### config.mk
export PLATFORM = sky130hd
export DESIGN_NAME = bios_mem_arbiter
export DESIGN_NICKNAME = d
export VERILOG_FILES = /design/src/rtl/bios_mem_arbiter_pkg.sv /design/src/rtl/bios_mem_arbiter.sv
export SDC_FILE = /design/constraint.sdc
export NUM_CORES = 1
export LEC_CHECK = 0
export ABC_AREA = 1
export CAP_MARGIN = 5
export CORE_MARGIN = 8
export CORE_UTILIZATION = 24
export CTS_CLUSTER_DIAMETER = 30
export CTS_CLUSTER_SIZE = 8
export DETAILED_ROUTE_END_ITERATION = 8
export PLACE_DENSITY = 0.86
export SYNTH_ARGS = -nofsm -noshare
export SYNTH_HDL_FRONTEND = slang
export SYNTH_SLANG_ARGS = --single-unit
### constraint.sdc
create_clock -name clk -period 2.51 [get_ports clk]
set_input_delay 0.502 -clock clk [delete_from_list [all_inputs] [get_ports clk]]
set_output_delay 0.502 -clock clk [all_outputs]
set_load 0.005 [all_outputs]
### src/rtl/bios_mem_arbiter_pkg.sv
// Shared types and default parameters for the BIOS memory arbiter.
package bios_arb_pkg;

  // Which requester owns the read response returning next cycle
  typedef enum logic [1:0] {
    OWN_NONE  = 2'd0,
    OWN_FETCH = 2'd1,
    OWN_DATA  = 2'd2
  } owner_e;

  localparam int DEFAULT_ADDR_WIDTH     = 12;
  localparam int DEFAULT_MAX_DATA_BURST = 4;

endpackage

### src/rtl/bios_mem_arbiter.sv
// Arbitrates instruction fetch and data accesses onto one single-port BIOS memory.
// Data normally wins; a saturating counter of contended data grants forces a fetch
// grant once it reaches MAX_DATA_BURST so fetch cannot starve.
module bios_mem_arbiter
  import bios_arb_pkg::*;
#(
  parameter int ADDR_WIDTH     = DEFAULT_ADDR_WIDTH,
  parameter int MAX_DATA_BURST = DEFAULT_MAX_DATA_BURST
) (
  input  logic                  clk,
  input  logic                  rst,
  input  logic                  if_req_valid,
  input  logic [ADDR_WIDTH-1:0] if_addr,
  output logic                  if_req_ready,
  input  logic                  if_flush,
  output logic                  if_rvalid,
  output logic [31:0]           if_rdata,
  input  logic                  d_req_valid,
  input  logic [ADDR_WIDTH-1:0] d_addr,
  input  logic [3:0]            d_we,
  input  logic [31:0]           d_wdata,
  output logic                  d_req_ready,
  output logic                  d_rvalid,
  output logic [31:0]           d_rdata,
  output logic                  mem_en,
  output logic [3:0]            mem_we,
  output logic [ADDR_WIDTH-1:0] mem_addr,
  output logic [31:0]           mem_din,
  input  logic [31:0]           mem_dout
);

  localparam logic [3:0] MAX_CNT = 4'(MAX_DATA_BURST);

  logic       fetch_grant;
  logic       data_grant;
  logic       starve_hit;
  logic [3:0] cnt_q, cnt_d;
  owner_e     owner_q, owner_d;

  // Grant decision: fetch only when data is idle or fetch has been starved long enough
  always_comb begin
    fetch_grant = 1'b0;
    data_grant  = 1'b0;
    starve_hit  = (cnt_q == MAX_CNT);
    if (rst) begin
      if (if_req_valid && !if_flush && (!d_req_valid || starve_hit)) begin
        fetch_grant = 1'b1;
      end else if (d_req_valid) begin
        data_grant = 1'b1;
      end
    end
  end

  // Starvation counter: counts data grants that held off a live fetch request
  always_comb begin
    cnt_d = cnt_q;
    if (fetch_grant || !if_req_valid) begin
      cnt_d = 4'd0;
    end else if (data_grant && !if_flush && (cnt_q != MAX_CNT)) begin
      cnt_d = cnt_q + 4'd1;
    end
  end

  // Next owner of the read response: only read grants return data
  always_comb begin
    owner_d = OWN_NONE;
    if (fetch_grant) begin
      owner_d = OWN_FETCH;
    end else if (data_grant && (d_we == 4'b0000)) begin
      owner_d = OWN_DATA;
    end
  end

  // State registers; reset drops any outstanding response
  always_ff @(posedge clk or negedge rst) begin
    if (!rst) begin
      cnt_q   <= 4'd0;
      owner_q <= OWN_NONE;
    end else begin
      cnt_q   <= cnt_d;
      owner_q <= owner_d;
    end
  end

  // Memory command steered from the granted port in the same cycle
  always_comb begin
    mem_en   = fetch_grant || data_grant;
    mem_we   = data_grant ? d_we : 4'b0000;
    mem_addr = fetch_grant ? if_addr : d_addr;
    mem_din  = data_grant ? d_wdata : 32'd0;
  end

  // Handshakes and responses; a flush kills a fetch response due this cycle
  always_comb begin
    if_req_ready = fetch_grant;
    d_req_ready  = data_grant;
    if_rvalid    = (owner_q == OWN_FETCH) && !if_flush;
    d_rvalid     = (owner_q == OWN_DATA);
    if_rdata     = mem_dout;
    d_rdata      = mem_dout;
  end

endmodule

==> flow_metrics.py <==
metrics = {
    "outcome": {
        "status": "finished, final reports clean",
    },
    "drt": {
        "drc": 0,
        "dr.pass1.iters": 4,
        "drt_iter0_markers": 11,
        "wl_per_cell_um": 14.4,
        "ant_nets": 0,
        "vias": 1458,
        "wl_um": 5190,
        "routed_via_density": 4.04,
    },
    "placed_design": {
        "port_buffers": 117,
        "gp_congestion": 0.841,
        "dpl.hpwl_um": 4660,
        "dpl_cell_area_um2": 2150,
    },
    "clocking": {
        "clock_path_buffers": 2,
        "cts_tree": "built",
        "cts-buffers-inserted": 3,
        "cts_root_buf": "clkbuf_8",
        "clk_latency_ps": 220,
        "ctsHtreeMaxLevel": 1,
        "cts.clk_slew.worst_paths_ps": 40,
        "clkSinkCount": 6,
    },
    "sta": {
        "tightest_slew_ps": 268,
        "hold_viol_final": 0,
        "tns_ps": 0,
        "max-slew-margin-rel_pct": 82.1,
        "timing.hold.ws_ps": 558,
        "max_freq_ghz": 0.425,
        "rsz0062_at_grt": "false",
        "finalCritPeriodShare_pct": 93.8,
        "setup_viol": 0,
        "fin_crit_ps": 2350,
        "fin_skew_ps": 0.125,
        "slew_violations": 0,
    },
    "hold_path": {
        "holdCritStartpoint": "cnt_q[3]$_DFFE_PN0P_",
        "worstHoldPathType": "register to register",
        "hold_end": "cnt_q[3]$_DFFE_PN0P_",
        "holdPathStages": 2,
    },
    "critical_path": {
        "cp_top_family": "buffers and inverters",
        "worstPathCellList": "clkdlybuf4s50_1 > inv_1 > nor2_4 > nand2_2 > nand3_4 > buf_12 > nor2_1 > dlygate4sd2_1",
        "cp_num_buf_inv": 4,
        "r2r_slack_ps": 1020,
        "reg2reg_depth": 10,
        "critPathArrivalTime_ps": 1850,
        "r2r-end": "cnt_q[2]$_DFFE_PN0P_",
        "critPathSlowestCell": "clkdlybuf4s50_1",
        "endpoint_kind": "primary output",
        "start_kind": "input port",
        "required_ps": 2010,
        "reg2reg_from": "cnt_q[1]$_DFFE_PN0P_",
        "worstSetupPathType": "input port to primary output",
        "cpPeakStageDelay_ps": 480,
        "critPathMaxFanout": 19,
    },
    "finish": {
        "insertedDiodeCount": 0,
        "finalCoreUtilization_pct": 40.2,
        "layout_commonest_cell": "clkdlybuf4s50_1",
        "final_area_um2": 2170,
        "area_growth_pct": 64.3,
        "layout_common_cells": "66 x clkdlybuf4s50_1, 50 x nand2_1, 47 x dlygate4sd2_1, 46 x inv_1, 40 x nor2_1",
        "final_nets": 390,
        "drive_gt1_share_pct": 6.57,
    },
    "power_and_ir_drop": {
        "ir_worst_vdd_uv": 202,
        "power.leakage_nw": 1.34,
        "p_per_area_nw_per_um2": 223,
    },
    "die": {
        "core_area_um2": 5410,
        "io-pin-count": 214,
        "row_count": 27,
        "die_h_um": 90.2,
        "start_util_pct": 24.5,
        "dieWidth_um": 90.2,
        "dieArea_um2": 8140,
    },
    "yosys": {
        "syn-instance-count": 230,
        "yosysTopAreaCell": "buf_4",
        "ys_ff_latch": 6,
        "synth_area_per_cell_um2": 5.75,
        "synth_warnings": 0,
        "syn-cell-area_um2": 1320,
        "yosys.area.top_type_share_pct": 36.3,
        "ys_seq_area_share_pct": 11.4,
        "synth_area_leaders": "buf_4 36%, nand2_1 14%, inv_1 13%, nor2_1 12%, dfrtp_1 11%",
        "syn-num-nets": 329,
        "yosysUniqueCellTypes": 16,
    },
    "grt": {
        "antenna_found_initial": 0,
        "grt-ovfl-total": 0,
        "grt_pass1_wl_um": 8180,
        "grt_pass1_vias": 1517,
        "grt_max_degree": 21,
        "track_usage_pct": 12.2,
    },
    "flow_run": {
        "max-cap-violations": 0,
    },
}
-- worst max path at each step --
| stage | from | to | slack [ps] | depth (start not counted) |
|---|---|---|---|---|
| 3_5_place_dp | if_req_valid | mem_addr[0] | -200 | 9 |
| 6_report | if_req_valid | mem_din[23] | 160 | 8 |
| 3_3_place_gp | if_req_valid | mem_addr[2] | -150 | 9 |
| 5_1_grt | if_req_valid | mem_addr[0] | 50 | 9 |
| 2_1_floorplan | cnt_q[0]$_DFFE_PN0P_ | mem_din[20] | 720 | 9 |
| 4_1_cts | d_req_valid | mem_din[22] | -70 | 7 |
-- repair_timing --
action | in CTS | in global routing
setup endpoints to repair | 51 | 4
pin swaps | 1 | 0
gates resized for setup | 53 | 4
gates cloned | 0 | 0
setup buffers | 0 | 1
hold buffers | 0 | 0
-- logic make-up after synthesis --
group / Yosys count / share of synthesized area (%)
buf+inv: 117 / 53.4
compound gates: 2 / 0.757
xor+xnor: 1 / 0.662
simple gates: 102 / 32.0
fa+ha+maj: 2 / 1.89
flops: 6 / 11.4
-- routing by layer --
layer | global-route usage (%) | vias to the layer above | part of all wire, %
met5 | 0 | - | 0
met4 | 4.44 | 0 | 2.3
met3 | 7.98 | 21 | 16
met2 | 22.3 | 138 | 49
met1 | 10.2 | 591 | 32
li1 | - | 708 | -
-- per-stage QoR --
| step | instances | total power, mW | setup slack, ps |
|---|---|---|---|
| floorplan | 230 | 0.250 | 723 |
| global placement | 357 | 0.367 | -155 |
| detailed placement | 357 | 0.371 | -202 |
| CTS | 360 | 0.493 | -69.5 |
| global route | 361 | 0.523 | 50.2 |
| finish | 361 | 0.484 | 156 |
-- area by class of cell --
type	instances	area (um2)
Inverter	47	176
Sequential cell	6	150
Clock buffer	3	41.3
Tap cell	72	90.1
Fill cell	558	3230
Timing Repair Buffer	126	1230
Multi-Input combinational cell	107	484
-- report_power, final --
part	total [mW]	leakage, nW	internal, mW	switching, mW
combinational	0.244	1.23	0.157	0.0865
clock	0.140	0.0216	0.103	0.0374
sequential	0.100	0.0831	0.0989	0.00131
-- cells in the mapped netlist --
cell	number
buf_4	64
nor3_1	1
nand2_2	1
nand4_1	3
ha_1	2
buf_6	3
nor2_1	41
nand3_4	1
buf_2	3
a21oi_1	2
nand2_1	51
inv_1	47
nand3_2	2
xnor2_1	1
dfrtp_1	6
nand3_1	2
-- registers in the layout (all words and copies together), names as in the netlist --
signal / flops
cnt_q: 4
owner_q: 2
-- worst reg2reg max path, stage by stage, from the launching register on --
cell	delay (ps)
dfrtp_1	420
inv_1	70
ha_1	150
nand3_2	100
nand2_2	110
nand3_4	80
buf_6	170
nand2_1	120
inv_1	60
nand2_1	50
nand2_1	60
Note: power is estimated with default switching activity, not from simulation.
